==> config.mk <==
export PLATFORM = sky130hd
export DESIGN_NAME = if_id_fetch_queue
export DESIGN_NICKNAME = d
export VERILOG_FILES = /design/src/rtl/if_id_fetch_queue.sv
export SDC_FILE = /design/constraint.sdc
export NUM_CORES = 1
export LEC_CHECK = 0
export BUFFER_PORTS_ARGS = -buffer_cell sky130_fd_sc_hd__buf_2
export CAP_MARGIN = 15
export CORE_MARGIN = 3
export CORE_UTILIZATION = 45
export CTS_CLUSTER_SIZE = 30
export DETAILED_ROUTE_END_ITERATION = 6
export PLACE_DENSITY_LB_ADDON = 0.2
export SETUP_SLACK_MARGIN = 0.5
export SYNTH_ARGS = -nofsm -noshare
export SYNTH_HDL_FRONTEND = slang
export SYNTH_SLANG_ARGS = --single-unit
==> constraint.sdc <==
create_clock -name clk_i -period 4.5 [get_ports clk_i]
set_input_delay 0.45 -clock clk_i [delete_from_list [all_inputs] [get_ports clk_i]]
set_output_delay 0.45 -clock clk_i [all_outputs]
set_load 0.01 [all_outputs]
==> src/rtl/if_id_fetch_queue.sv <==
// if_id_fetch_queue: DEPTH-entry show-ahead queue of {PC+4, instruction} pairs
// between fetch and decode. It replaces the single IF/ID register so that fetch
// can run ahead while decode is stalled.
// Optional feature: define FETCHQ_BYPASS_EN for a 0-cycle path when the queue is empty.
module if_id_fetch_queue #(
    parameter int PC_W   = 32,
    parameter int INST_W = 32,
    parameter int DEPTH  = 4,
    parameter logic [INST_W-1:0] NOP_INST = '0
) (
    input  logic                       clk_i,
    input  logic                       rst_i,
    input  logic                       flush_i,
    input  logic                       stall_i,
    input  logic                       enq_valid_i,
    input  logic [PC_W-1:0]            enq_pc_i,
    input  logic [INST_W-1:0]          enq_inst_i,
    output logic                       enq_ready_o,
    output logic                       deq_valid_o,
    output logic [PC_W-1:0]            deq_pc_o,
    output logic [INST_W-1:0]          deq_inst_o,
    output logic [$clog2(DEPTH):0]     count_o,
    output logic [$clog2(DEPTH):0]     flush_drop_o
);

    localparam int ADDR_W = $clog2(DEPTH);
    localparam int CNT_W  = ADDR_W + 1;

    // Storage has no reset; only the pointers and count define what is valid.
    logic [PC_W-1:0]   pc_mem   [DEPTH];
    logic [INST_W-1:0] inst_mem [DEPTH];

    logic [ADDR_W-1:0] wr_ptr, rd_ptr;
    logic [CNT_W-1:0]  count, flush_drop;

    logic queue_valid, bypass, enq_fire, deq_fire, wr_en, rd_en;

    assign queue_valid = (count != CNT_W'(0));
    // Ready depends only on registered state, so PCWrite never sees stall/flush.
    assign enq_ready_o = (count != CNT_W'(DEPTH));

`ifdef FETCHQ_BYPASS_EN
    // Empty queue: hand the incoming entry straight to decode.
    assign bypass = ~queue_valid & enq_valid_i & ~flush_i;
`else
    assign bypass = 1'b0;
`endif

    assign deq_valid_o = queue_valid | bypass;
    assign enq_fire    = enq_valid_i & enq_ready_o;
    assign deq_fire    = deq_valid_o & ~stall_i;
    // A bypassed entry consumed this cycle is never written into the queue.
    assign wr_en       = enq_fire & ~(bypass & ~stall_i);
    assign rd_en       = deq_fire & queue_valid;

    // Head entry (or bypassed entry) to decode; a bubble when nothing is valid.
    always_comb begin
        deq_pc_o   = '0;
        deq_inst_o = NOP_INST;
        if (bypass) begin
            deq_pc_o   = enq_pc_i;
            deq_inst_o = enq_inst_i;
        end else if (queue_valid) begin
            deq_pc_o   = pc_mem[rd_ptr];
            deq_inst_o = inst_mem[rd_ptr];
        end
    end

    // Entry storage write; a flush discards the same-cycle enqueue.
    always_ff @(posedge clk_i) begin
        if (wr_en && !flush_i) begin
            pc_mem[wr_ptr]   <= enq_pc_i;
            inst_mem[wr_ptr] <= enq_inst_i;
        end
    end

    // Pointer/count bookkeeping; flush wins over stall and enqueue.
    always_ff @(posedge clk_i or posedge rst_i) begin
        if (rst_i) begin
            wr_ptr     <= '0;
            rd_ptr     <= '0;
            count      <= '0;
            flush_drop <= '0;
        end else if (flush_i) begin
            wr_ptr     <= '0;
            rd_ptr     <= '0;
            count      <= '0;
            flush_drop <= count;
        end else begin
            if (wr_en) wr_ptr <= wr_ptr + ADDR_W'(1);
            if (rd_en) rd_ptr <= rd_ptr + ADDR_W'(1);
            case ({wr_en, rd_en})
                2'b10:   count <= count + CNT_W'(1);
                2'b01:   count <= count - CNT_W'(1);
                default: count <= count;
            endcase
        end
    end

    assign count_o      = count;
    assign flush_drop_o = flush_drop;

endmodule

## After elaboration in Yosys (flattened, before gate mapping)

Memory sizes are Yosys's and may differ from the RTL's.
Index checks and enable logic that the tools add are counted.

| storage, ports and cells | value |
|---|---|
| input port bits | 69 |
| RAM bits | 256 |
| memories kept | 2 |
| output and inout bits | 72 |
| flip-flop bits (word level) | 10 |
| word-level logic and storage cells | 33 |

| cells by class | value |
|---|---|
| reduce and logical (&&, ||, !) cells | 6 |
| equal/unequal tests | 3 |
| $add $sub $neg | 4 |
| multiplexer cells | 10 |
| bitwise operators | 4 |

Memory list:

| name | depth | bits a word | rd ports | clocked after Yosys merged registers in | write ports | RTL line | RTL |
|---|---|---|---|---|---|---|---|
| inst_mem | 4 | 32 | 1 | 0 | 1 | 31 | `logic [INST_W-1:0] inst_mem [DEPTH];` |
| pc_mem | 4 | 32 | 1 | 0 | 1 | 30 | `logic [PC_W-1:0] pc_mem [DEPTH];` |

Operator list:

| operator | count |
|---|---|
| 2-to-1 mux 32 bit | 2 |
| 2-to-1 mux 2 bit | 4 |
| case mux 3 bit (2 select lines) | 1 |
| nonzero test 3 bit | 2 |
| adder 2 x 1 -> 2 bit (second input constant) | 2 |
| nonzero test 2 bit | 2 |
| adder 3 x 1 -> 3 bit (second input constant) | 1 |
| AND 1 bit | 3 |
| 2-to-1 mux 3 bit | 1 |
| != test 3 bit (second input constant) | 1 |
| subtractor 3 x 1 -> 3 bit (second input constant) | 1 |
| equality test 2 x 1 -> 1 bit (second input constant) | 1 |
| equality test 2 bit (second input constant) | 1 |
| 2-to-1 mux 1 bit | 2 |
| logical AND 1 bit | 1 |
| zero test 1 bit | 1 |
| inverter 1 bit | 1 |

## Depth between registers and ports, before layout

Gate-level depths: netlist (run 1).

| logic depth | value |
|---|---|
| depth after elaboration | 6 |
| depth in mapped cells | 7 |
| depth with buffers taken out | 5 |

## Worst setup path after synthesis (run 1)

Ideal clock, no wire load.

| timing path | value |
|---|---|
| path type | reg2reg |
| start | register count[1], in the netlist count_o[1] |
| end | memory inst_mem[0][0], enable pin |
| data required time | 4.071 ns |
| path slack | 1.528 ns |
| data arrival time | 2.543 ns |
| path buffers | 1 |
| cell stages (with the launch flop) | 5 |
| path through | dfrtp_1 > buf_2 > or3b_1 > and3b_1 > and2_1 |

| on the way | value |
|---|---|
| word-level cells in the longest chain between the ends | 5 |

RTL lines:

| item | RTL line | RTL |
|---|---|---|
| from (decl) | 34 | `logic [CNT_W-1:0] count, flush_drop;` |
| from (signal assigned) | 93 | `2'b10: count <= count + CNT_W'(1);` |
| from (signal assigned) | 94 | `2'b01: count <= count - CNT_W'(1);` |
| from (signal assigned) | 95 | `default: count <= count;` |
| != test 3 bit | 40 | `assign enq_ready_o = (count != CNT_W'(DEPTH));` |
| named net enq_ready_o | 18 | `output logic enq_ready_o,` |
| AND 1 bit | 50 | `assign enq_fire = enq_valid_i & enq_ready_o;` |
| logical AND 1 bit | 71 | `if (wr_en && !flush_i) begin` |
| 2-to-1 mux 1 bit | 71 |  |
| 2-to-1 mux 1 bit (implied by the code) | 73 | `inst_mem[wr_ptr] <= enq_inst_i;` |
| to (decl) | 31 |  |

The timed path passes the listed nets, and every way through them passes these cells.

## Final worst setup path (run 1)

| timing path | value |
|---|---|
| start | register rd_ptr[0] |
| end | output deq_pc_o[17] |

| on the way | value |
|---|---|
| word-level cells in the longest chain between the ends | 2 |

RTL lines:

| item | RTL line | RTL |
|---|---|---|
| from (decl) | 33 | `logic [ADDR_W-1:0] wr_ptr, rd_ptr;` |
| from (signal assigned) | 91 | `if (rd_en) rd_ptr <= rd_ptr + ADDR_W'(1);` |
| memory read (4 x 32 bit) | -- |  |
| 2-to-1 mux 32 bit | 63 | `end else if (queue_valid) begin` |
| to (decl) | 20 | `output logic [PC_W-1:0] deq_pc_o,` |

Every way passes these cells.

==> results.md, run 1 <==
* Die area at ~25000 um2
* Leak at between 4 and 5 nW
* Synth Area per Inst at between 20 and 25 um2
* Clock buffer depth at 3
* Crit. End Element: output port
* Input/output buffers at 140
* Warnings, synthesis at 0
* Fraction of registers with async set/reset at 3.76%
* Status: finished clean
* CTS tree: done
* Final #Nets at 697
* Critical Path AT at 2.71 ns
* Logic depth of the worst register-to-register path at 5
* Root Driver: clkbuf_16
* DR vias at 4942
* Netlist Area Pre-Place at between 10000 and 15000 um2
* Clk Latency, worst-skew pair at approximately 0.52 ns
* Core ar. at 22200 um2
* H-Tree Depth at 1
* Setup TNS at 0 ns
* Antenna violations before repair at 3
* Pwr dens at between 400 and 500 nW/um2
* Max_slew headroom at 30.5%
* Dpl cell area at between 10000 and 15000 um2
* Cell Rows at 54
* Final Critical Period at roughly 3.2 ns
* Launch point of the worst hold path: enq_inst_i[3]
* Startpoint types: register
* Final instance area at between 10000 and 15000 um2
* Final hold slack at ~0.14 ns
* Unrepaired setup endpoints after global routing: false
* All-layer global routing usage at ~16%
* Global-route wire length before repair at approximately 31000 um
* # DRC at 0
* Wire per inst at between 20 and 25 um
* Reg-to-reg endpoint: count_o[1]
* Max Cap Viol at 0
* Hold Crit Depth at 1
* Dominant synthesized flop cell: edfxtp_1
* Mapped Cells at between 400 and 500
* DR iter-0 viols at 300
* Synth-to-layout area growth at 17.6%
* Vias in the first global route at ~5500
* Final WS setup at about 1.3 ns
* Yosys top cell area share at between 70% and 80%
* Post-synth EDFFs at 256
* GRT Residual Overflow at 0
* Post-CTS Setup Bufs at 0
* Area contributors post-synth: edfxtp_1 74%, mux4_2 14%, and2_1 4.1%
* Placed wire-length estimate at around 11000 um
* Initial Utilization at a little under half
* PnR Total Power at 5.95 mW
* Cells after DPL at 873
* Worst Path Max Fanout at 34
* Final clock skew at roughly 0.017 ns
* Tcrit/Tclk final at between 70% and 80%
* Pre-CTS WS at 1.83 ns
* Critical R2R Launch: count_o[0]
* Drt total wl at between 15000 and 20000 um
* Slew @ Worst Pin at 1.04 ns
* Seq/Total Area, Yosys at between 70% and 80%
* Max frequency at about 320 MHz
* Placer Congestion at between 0.6 and 0.7
* Unique masters post-synth at 35
* Die Span X at approximately 160 um
* Final setup violation count at 0
* VDD IR max at between 0.0003 and 0.0004 V
* Fillers at 1742
* Diodes inserted at 0
* Crit Path Class: register to output port
* Die height at ~160 um
* Clock sink count at ~270
* Synth area leader: edfxtp_1
* DRT antenna net count at 0
* Data required, critical path at 4.05 ns
* Util after Layout at between 50% and 60%
* Layout cells sized above 1 at approximately 40%
* Avg Vias per Cell at roughly 5.4
* Final Non-Filler Cells at a little over 900
* Hold Path Class: input port to register
* Most common cell after layout, fill and taps aside: edfxtp_1
* Clk pin slew, worst setup/hold paths at approximately 0.06 ns
* I/O pin count at approximately 140
* Slew Limit Fails at 0
* Hold Fails Final Rpt at 0
* TritonRoute pass-1 iters at 4
* Post-Syn Nets at ~550
* Internal reg-to-reg setup slack at 2.04 ns
* TritonCTS Buffers at 27
* Yosys reg bits at 266
* Hold EP: inst_mem[1][3]
* Largest net degree at the start of global routing at 69
* Commonest cells after routing, fill and taps aside: 256 x edfxtp_1, 140 x buf_2, 64 x mux4_2, 64 x and2_1, 27 x clkbuf_16
-- area by class of cell --
class,instances,area (um2),area share [%]
repair buffers,142,731,6.01
multi-input cells,181,2220,18.3
inverters,5,18.8,0.154
flip-flops and latches,266,7950,65.4
clock buffers,31,691,5.68
well taps,280,350,2.88
clock inverters,17,194,1.60
-- synthesized netlist by cell type (3+ instances only) --
library cell,instances
edfxtp_1,256
buf_2,8
ha_1,4
and2_1,68
nand2_1,9
buf_6,6
a21oi_1,3
nor2_1,5
inv_1,5
clkbuf_1,9
dfrtp_1,10
mux4_2,64
o21ai_0,3
mux2_2,3
-- registers in the layout (all words and copies together), names as in the netlist --
register / cells
inst_mem: 128
rd_ptr: 2
flush_drop_o: 3
wr_ptr: 2
count_o: 3
pc_mem: 128
-- cell families (layout without fill, tap and decap cells) --
family / count (synthesis) / after routing / share of synthesized area [%]
mux: 67 / 67 / 14.3
flops: 266 / 266 / 76.9
buf+inv: 31 / 195 / 1.74
fa+ha+maj: 5 / 5 / 0.678
xor+xnor: 3 / 3 / 0.254
simple gates: 93 / 93 / 5.36
compound gates: 13 / 13 / 0.824
-- metal layers --
| metal | vias to the layer above | GRT usage (%) | share of wire (%) |
|---|---|---|---|
| met3 | 26 | 4.10 | 5.7 |
| met2 | 108 | 27.2 | 51 |
| met5 | - | 0 | 0.16 |
| li1 | 2221 | - | - |
| met1 | 2581 | 20.9 | 42 |
| met4 | 6 | 3.64 | 1.2 |
-- critical path, stage by stage (launching register included) --
cell and delay [ns]:
dfrtp_4 0.88, buf_12 0.36, mux4_2 0.57, and2_1 0.17
buf_2 0.13
-- where the power goes --
part | internal (mW) | total (mW) | switching, mW
sequential | 2.82 | 2.91 | 0.0870
clock | 1.33 | 2.22 | 0.893
combinational | 0.402 | 0.813 | 0.411
-- how the worst max path moves through the flow --
stage          startpoint              to  cells past startpoint
2_1_floorplan  count_o[1]  inst_mem[0][0]                      4
3_3_place_gp    rd_ptr[0]  deq_inst_o[31]                      4
3_5_place_dp    rd_ptr[0]    deq_pc_o[21]                      4
4_1_cts         rd_ptr[0]    deq_pc_o[17]                      4
5_1_grt         rd_ptr[0]    deq_pc_o[17]                      4
6_report        rd_ptr[0]    deq_pc_o[17]                      4
-- what timing repair did --
item,4_1_cts,5_1_grt
setup endpoints to repair,0,0
hold endpoints to repair,10,0
gates resized for setup,0,0
hold buffers,1,0
Power figures use the tool's default switching activity.
==> inputs of run 2 (changes only) <==
==> constraint.sdc (replaced) <==
create_clock -name clk_i -period 3.3 [get_ports clk_i]
set_input_delay 0.33 -clock clk_i [delete_from_list [all_inputs] [get_ports clk_i]]
set_output_delay 0.33 -clock clk_i [all_outputs]
set_load 0.01 [all_outputs]
==> results.md, run 2 (synthesized netlist as in run 1, its figures left out) <==
* Clk pin slew, worst setup/hold paths at 0.06 ns (about the same)
* TritonCTS Buffers at 28 (+3.7%)
* Crit. End Element: output port
* Levels on crit path at 4 (unchanged)
* Clock sink count at 266 (unchanged)
* Final WS setup at 0.634 ns (-0.708 ns)
* Hold Fails Final Rpt at 0 (unchanged)
* Util after Layout at 55.6% (+0.81 points)
* Dpl cell area at 11400 um2 (+0.91%)
* DR vias at 4980 (+0.77%)
* Clk Latency, worst-skew pair at 0.52 ns (about the same)
* Global-route wire length before repair at 31000 um (+0.61%)
* Max frequency at roughly 380 MHz
* Final setup violation count at 0 (unchanged)
* Pre-CTS WS at 0.965 ns (-0.862 ns)
* Placer Congestion at 0.724 (+6.9%)
* GRT Residual Overflow at 0 (unchanged)
* Cell Rows at 54 (unchanged)
* Largest registers: inst_mem: 128 flops, pc_mem: 128 flops
* CTS tree: done
* Commonest cells after routing, fill and taps aside: 256 x edfxtp_1, 140 x buf_2, 64 x mux4_2, 64 x and2_1, 29 x clkbuf_16
* Die height at 157 um (unchanged)
* Antenna violations before repair at 4 (+1)
* Unrepaired setup endpoints after global routing: false
* Final instance area at 12300 um2 (+1.5%)
* Vias in the first global route at 5464 (+0.22%)
* Delay-heaviest family, CP: flip-flops
* Hold Crit Depth at 1 (unchanged)
* Crit Path Class: register to output port
* CP Buf/Inv Count at 2 (unchanged)
* Synth-to-layout area growth at 19.4%
* Root Driver: clkbuf_16
* Fillers at 1751 (+0.52%)
* Final clock skew at 0.0113 ns (-0.00617 ns)
* Worst Path Max Fanout at 30 (-12%)
* Most common cell after layout, fill and taps aside: edfxtp_1
* Crit-path cells: buf_12 > mux4_2 > and2_1 > buf_2
* Die Span X at 157 um (unchanged)
* Hold Path Class: input port to register
* Pwr dens at 660 nW/um2 (+35%)
* Final #Nets at 710 (+1.9%)
* Input/output buffers at 140 (unchanged)
* Initial Utilization at 46.6% (unchanged)
* Die area at 24800 um2 (unchanged)
* I/O pin count at 141 (unchanged)
* Startpoint types: register
* Clock buffer depth at 3 (unchanged)
* Setup TNS at 0 ns (unchanged)
* Logic depth of the worst register-to-register path at 3 (-2)
* VDD IR max at 0.000461 V (+44%)
* Leak at 4.30 nW (+1.9%)
* Status: finished clean
* Final Non-Filler Cells at 937 (+1.6%)
* Slew Limit Fails at 0 (unchanged)
* Slew @ Worst Pin at 0.994 ns (-0.0483 ns)
* Core ar. at 22200 um2 (unchanged)
* TritonRoute pass-1 iters at 4 (unchanged)
* Wire per inst at 21.2 um (-0.40%)
* Layout cells sized above 1 at 40.8% (+1.0 points)
* CP peak stage delay at 0.62 ns (-0.26 ns)
* Tcrit/Tclk final at 80.8%
* # DRC at 0 (unchanged)
* Drt total wl at 19900 um (+1.2%)
* Critical Path AT at 2.34 ns (-0.37 ns)
* Data required, critical path at 2.97 ns (-1.08 ns)
* All-layer global routing usage at 16.3% (+0.35 points)
* Max Cap Viol at 0 (unchanged)
* Final Critical Period at 2.67 ns
* Max_slew headroom at 33.7% (+3.2 points)
* Avg Vias per Cell at 5.31 (-0.84%)
* DR iter-0 viols at 303 (+1.0%)
* Placed wire-length estimate at 11800 um (+7.1%)
* Cells after DPL at 880 (+0.80%)
* Worst path slowest cell: dfrtp_4
* H-Tree Depth at 1 (unchanged)
* Largest net degree at the start of global routing at 68 (-1.4%)
* DRT antenna net count at 0 (unchanged)
==> run 2: cell types whose count changed in the layout (fill, tap and decap cells not counted), moves of 2 or more <==
cell / delta
buf_12: +4
buf_4: +2
diode_2: +2
bufinv_16: -2
clkinvlp_4: +2
clkbuf_16: +2
clkinv_1: -4
dlygate4sd3_1: +4
clkbuf_8: +2
==> run 2: path summary, 6_finish.rpt <==
kind / start / endpoint / slack, ns
worst min-delay path: enq_inst_i[7] / inst_mem[0][7] / 0.02
worst max-delay path: rd_ptr[0] / deq_inst_o[15] / 0.63
max in group asynchronous: rst_i / rd_ptr[1] / 2.60
worst min register to register: flush_drop_o[2] / flush_drop_o[2] / 0.52
worst max register to register: count_o[0] / pc_mem[2][5] / 1.03
min in group asynchronous: rst_i / wr_ptr[1] / 0.37
==> run 2: report_power, final <==
group / internal, mW / switching (mW)
sequential: 3.85 / 0.0748
clock: 1.80 / 1.21
combinational: 0.580 / 0.618
==> run 2: per-layer routing <==
layer	wire [um]	global-route usage, %	part of all wire, %	up-vias
li1	-	-	-	2237
met5	49	0	0.25	-
met3	1300	4.73	6.5	38
met1	8180	21.3	41	2584
met2	10100	27.8	51	113
met4	276	3.26	1.4	8
==> run 2: per-stage QoR <==
| step | power, mW | hold WS (ns) |
|---|---|---|
| 2_1_floorplan | 4.75 | 0.170 |
| 3_5_place_dp | 5.21 | 0.353 |
| 3_3_place_gp | 5.19 | 0.341 |
| 6_report | 8.13 | 0.0225 |
| 5_1_grt | 8.49 | 0.00338 |
| 4_1_cts | 8.25 | 0.000637 |
==> run 2: area by class of cell <==
type	count	area (um2)	share of cell area (%)
clock buffer	36	772	6.26
tap	280	350	2.84
inverter	5	18.8	0.152
antenna	2	5.00	0.0406
timing repair buffer	154	892	7.24
clock inverter	13	125	1.01
multi-input combinational	181	2220	18.0
sequential	266	7950	64.4
==> run 2: repair_timing <==
| item | 4_1_cts | 5_1_grt |
|---|---|---|
| hold buffers | 5 | 0 |
| endpoints found under the setup margin | 42 | 2 |
| resized for setup | 0 | 1 |
| hold endpoints to repair | 22 | 0 |
| buffers inserted | 1 | 0 |
==> inputs of run 3 (changes only) <==
==> constraint.sdc (replaced) <==
create_clock -name clk_i -period 2.45 [get_ports clk_i]
set_input_delay 0.245 -clock clk_i [delete_from_list [all_inputs] [get_ports clk_i]]
set_output_delay 0.245 -clock clk_i [all_outputs]
set_load 0.01 [all_outputs]
==> results.md, run 3 (synthesized netlist as in run 1, its figures left out) <==
* Avg Vias per Cell at 5.51 (+3.7%)
* Final Critical Period at roughly 2.4 ns
* VDD IR max at 0.000634 V (+37%)
* Largest registers: inst_mem: 128 flops, pc_mem: 128 flops
* Antenna violations before repair at 0 (-4)
* TritonRoute pass-1 iters at 5 (+1)
* TritonCTS Buffers at 27 (-3.6%)
* Hold Fails Final Rpt at 0 (unchanged)
* Final setup violation count at 0 (unchanged)
* Startpoint types: register
* Reg-to-reg endpoint: pc_mem[3][1]
* Diodes inserted at 0 (-2)
* Synth-to-layout area growth at 48.5%
* DR iter-0 viols at 587 (+94%)
* Global-route wire length before repair at 38200 um (+23%)
* CP dominant cell by count: buf_6
* Hold Crit Depth at 2 (+1)
* Die area at 24800 um2 (unchanged)
* Worst Path Max Fanout at 6 (-80%)
* Leak at 5.56 nW (+29%)
* Max frequency at between 400 and 500 MHz
* Hold EP: count_o[0]
* Launch point of the worst hold path: flush_i
* Dpl cell area at 11600 um2 (+1.7%)
* H-Tree Depth at 1 (unchanged)
* Root Driver: clkbuf_16
* Clk Latency, worst-skew pair at 0.52 ns (about the same)
* Placer Congestion at 0.725 (+0.12%)
* Crit-path cells: buf_6 > buf_12 > buf_16 > mux4_2 > and2_4 > buf_6
* Critical Path AT at 2.14 ns (-0.20 ns)
* DR vias at 6049 (+21%)
* Routed wl met3 at 1630 um (+25%)
* Die height at 157 um (unchanged)
* Critical R2R Launch: count_o[0]
* Final #Nets at 873 (+23%)
* Unrepaired setup endpoints after global routing: true
* GRT Residual Overflow at 0 (unchanged)
* Most common cell after layout, fill and taps aside: edfxtp_1
* Largest net degree at the start of global routing at 23 (-66%)
* DRT antenna net count at 0 (unchanged)
* DRT met1 WL at 11600 um (+42%)
* Fillers at 1394 (-20%)
* Vias in the first global route at 6185 (+13%)
* Clock sink count at 266 (unchanged)
* Internal reg-to-reg setup slack at 0.29 ns (-0.74 ns)
* Tcrit/Tclk final at 97.3%
* Slew @ Worst Pin at 0.427 ns (-0.566 ns)
* Data required, critical path at 2.20 ns (-0.77 ns)
* Met2 wire len at 14300 um (+41%)
* Pwr dens at 824 nW/um2 (+25%)
* Commonest cells after routing, fill and taps aside: 256 x edfxtp_1, 84 x buf_2, 79 x buf_6
* Layout cells sized above 1 at 52.7% (+12 points)
* Placed wire-length estimate at 12800 um (+8.4%)
* Slew Limit Fails at 0 (unchanged)
* Final instance area at 15300 um2 (+24%)
* Initial Utilization at 46.6% (unchanged)
* Clock buffer depth at 3 (unchanged)
* Max_slew headroom at 71.5% (+38 points)
* Cell Rows at 54 (unchanged)
* I/O pin count at 141 (unchanged)
* Uppermost layer routed: met4
* Crit. End Element: output port
* CP peak stage delay at 0.53 ns (-0.09 ns)
* Hold Path Class: input port to register
* Drt total wl at 27900 um (+40%)
* All-layer global routing usage at 20.8% (+4.5 points)
* Wire per inst at 25.4 um (+20%)
* # DRC at 0 (unchanged)
* Core ar. at 22200 um2 (unchanged)
* Clk pin slew, worst setup/hold paths at 0.06 ns (about the same)
* Input/output buffers at 140 (unchanged)
* Max Cap Viol at 0 (unchanged)
* CTS tree: done
* Setup TNS at 0 ns (unchanged)
* Status: finished clean
* Delay-heaviest family, CP: flip-flops
* Logic depth of the worst register-to-register path at 7 (+4)
* Worst setup path startpoint: rd_ptr[0]
* Die Span X at 157 um (unchanged)
* CP Buf/Inv Count at 4 (+2)
* Crit Path Class: register to output port
* Worst path slowest cell: dfrtp_4
* Final hold slack at 0.0758 ns (+0.0533 ns)
* Final clock skew at 0.0125 ns (+0.00122 ns)
## run 3: cell types whose count changed in the layout (fill, tap and decap cells not counted), moves of 4 or more
cell | before | now
and2_4 | 4 | 62
clkinv_1 | 1 | 6
buf_6 | 1 | 79
and2_1 | 64 | 10
buf_12 | 5 | 26
buf_16 | 0 | 26
buf_2 | 140 | 84
buf_4 | 2 | 15
clkbuf_16 | 29 | 39
buf_8 | 1 | 5
dlygate4sd3_1 | 5 | 65
## run 3: area by class of cell
| cell class | count | area (um2) | area share [%] |
|---|---|---|---|
| repair buffers | 312 | 3680 | 24.0 |
| clock inverters | 18 | 210 | 1.37 |
| flip-flops and latches | 266 | 7950 | 51.8 |
| well taps | 280 | 350 | 2.28 |
| inverters | 5 | 18.8 | 0.122 |
| clock buffers | 30 | 687 | 4.48 |
| multi-input cells | 187 | 2440 | 15.9 |
## run 3: worst reg2reg max path, cell delays in order (launching register included)
cell	delay (ns)
dfrtp_2	0.43
buf_6	0.13
buf_8	0.12
or3b_4	0.42
and3b_2	0.28
and2_4	0.24
buf_12	0.17
buf_16	0.15
## run 3: repair_timing
item,4_1_cts,5_1_grt
gates cloned,27,16
gates resized for setup,56,140
hold endpoints to repair,266,0
hold buffers,65,0
endpoints found under the setup margin,284,321
pin swaps,14,63
setup buffers,39,12
## run 3: report_power, final
part           internal, mW  leakage (nW)  switching [mW]
sequential             5.19          2.45          0.0702
clock                  2.53         0.440            1.63
combinational          1.91          2.67            1.32
## run 3: metrics by stage
| stage | worst slack (ns) | util, % | instances | power (mW) |
|---|---|---|---|---|
| floorplan | 0.365 | - | 478 | 6.42 |
| global placement | 0.309 | 52.1 | 891 | 7.07 |
| detailed placement | 0.254 | 52.1 | 891 | 7.10 |
| CTS | 0.0476 | 64.8 | 1070 | 12.1 |
| global route | 0.000909 | 69.2 | 1098 | 13.1 |
| finish | 0.0651 | 69.2 | 1098 | 12.6 |
## run 3: how the worst max path moves through the flow
stage / to / slack (ns) / depth (start not counted)
floorplan: count_o[1] / 0.37 / 7
global placement: count_o[1] / 0.31 / 5
detailed placement: count_o[1] / 0.25 / 5
CTS: deq_pc_o[0] / 0.05 / 5
global route: deq_inst_o[28] / 0.0009 / 6
finish: deq_inst_o[28] / 0.07 / 6
## run 3: metal layers
| metal | vias up | track usage (%) |
|---|---|---|
| met5 | - | 0 |
| met4 | 0 | 3.60 |
| met3 | 28 | 3.57 |
| met2 | 238 | 36.1 |
| met1 | 3181 | 28.4 |
| li1 | 2602 | - |
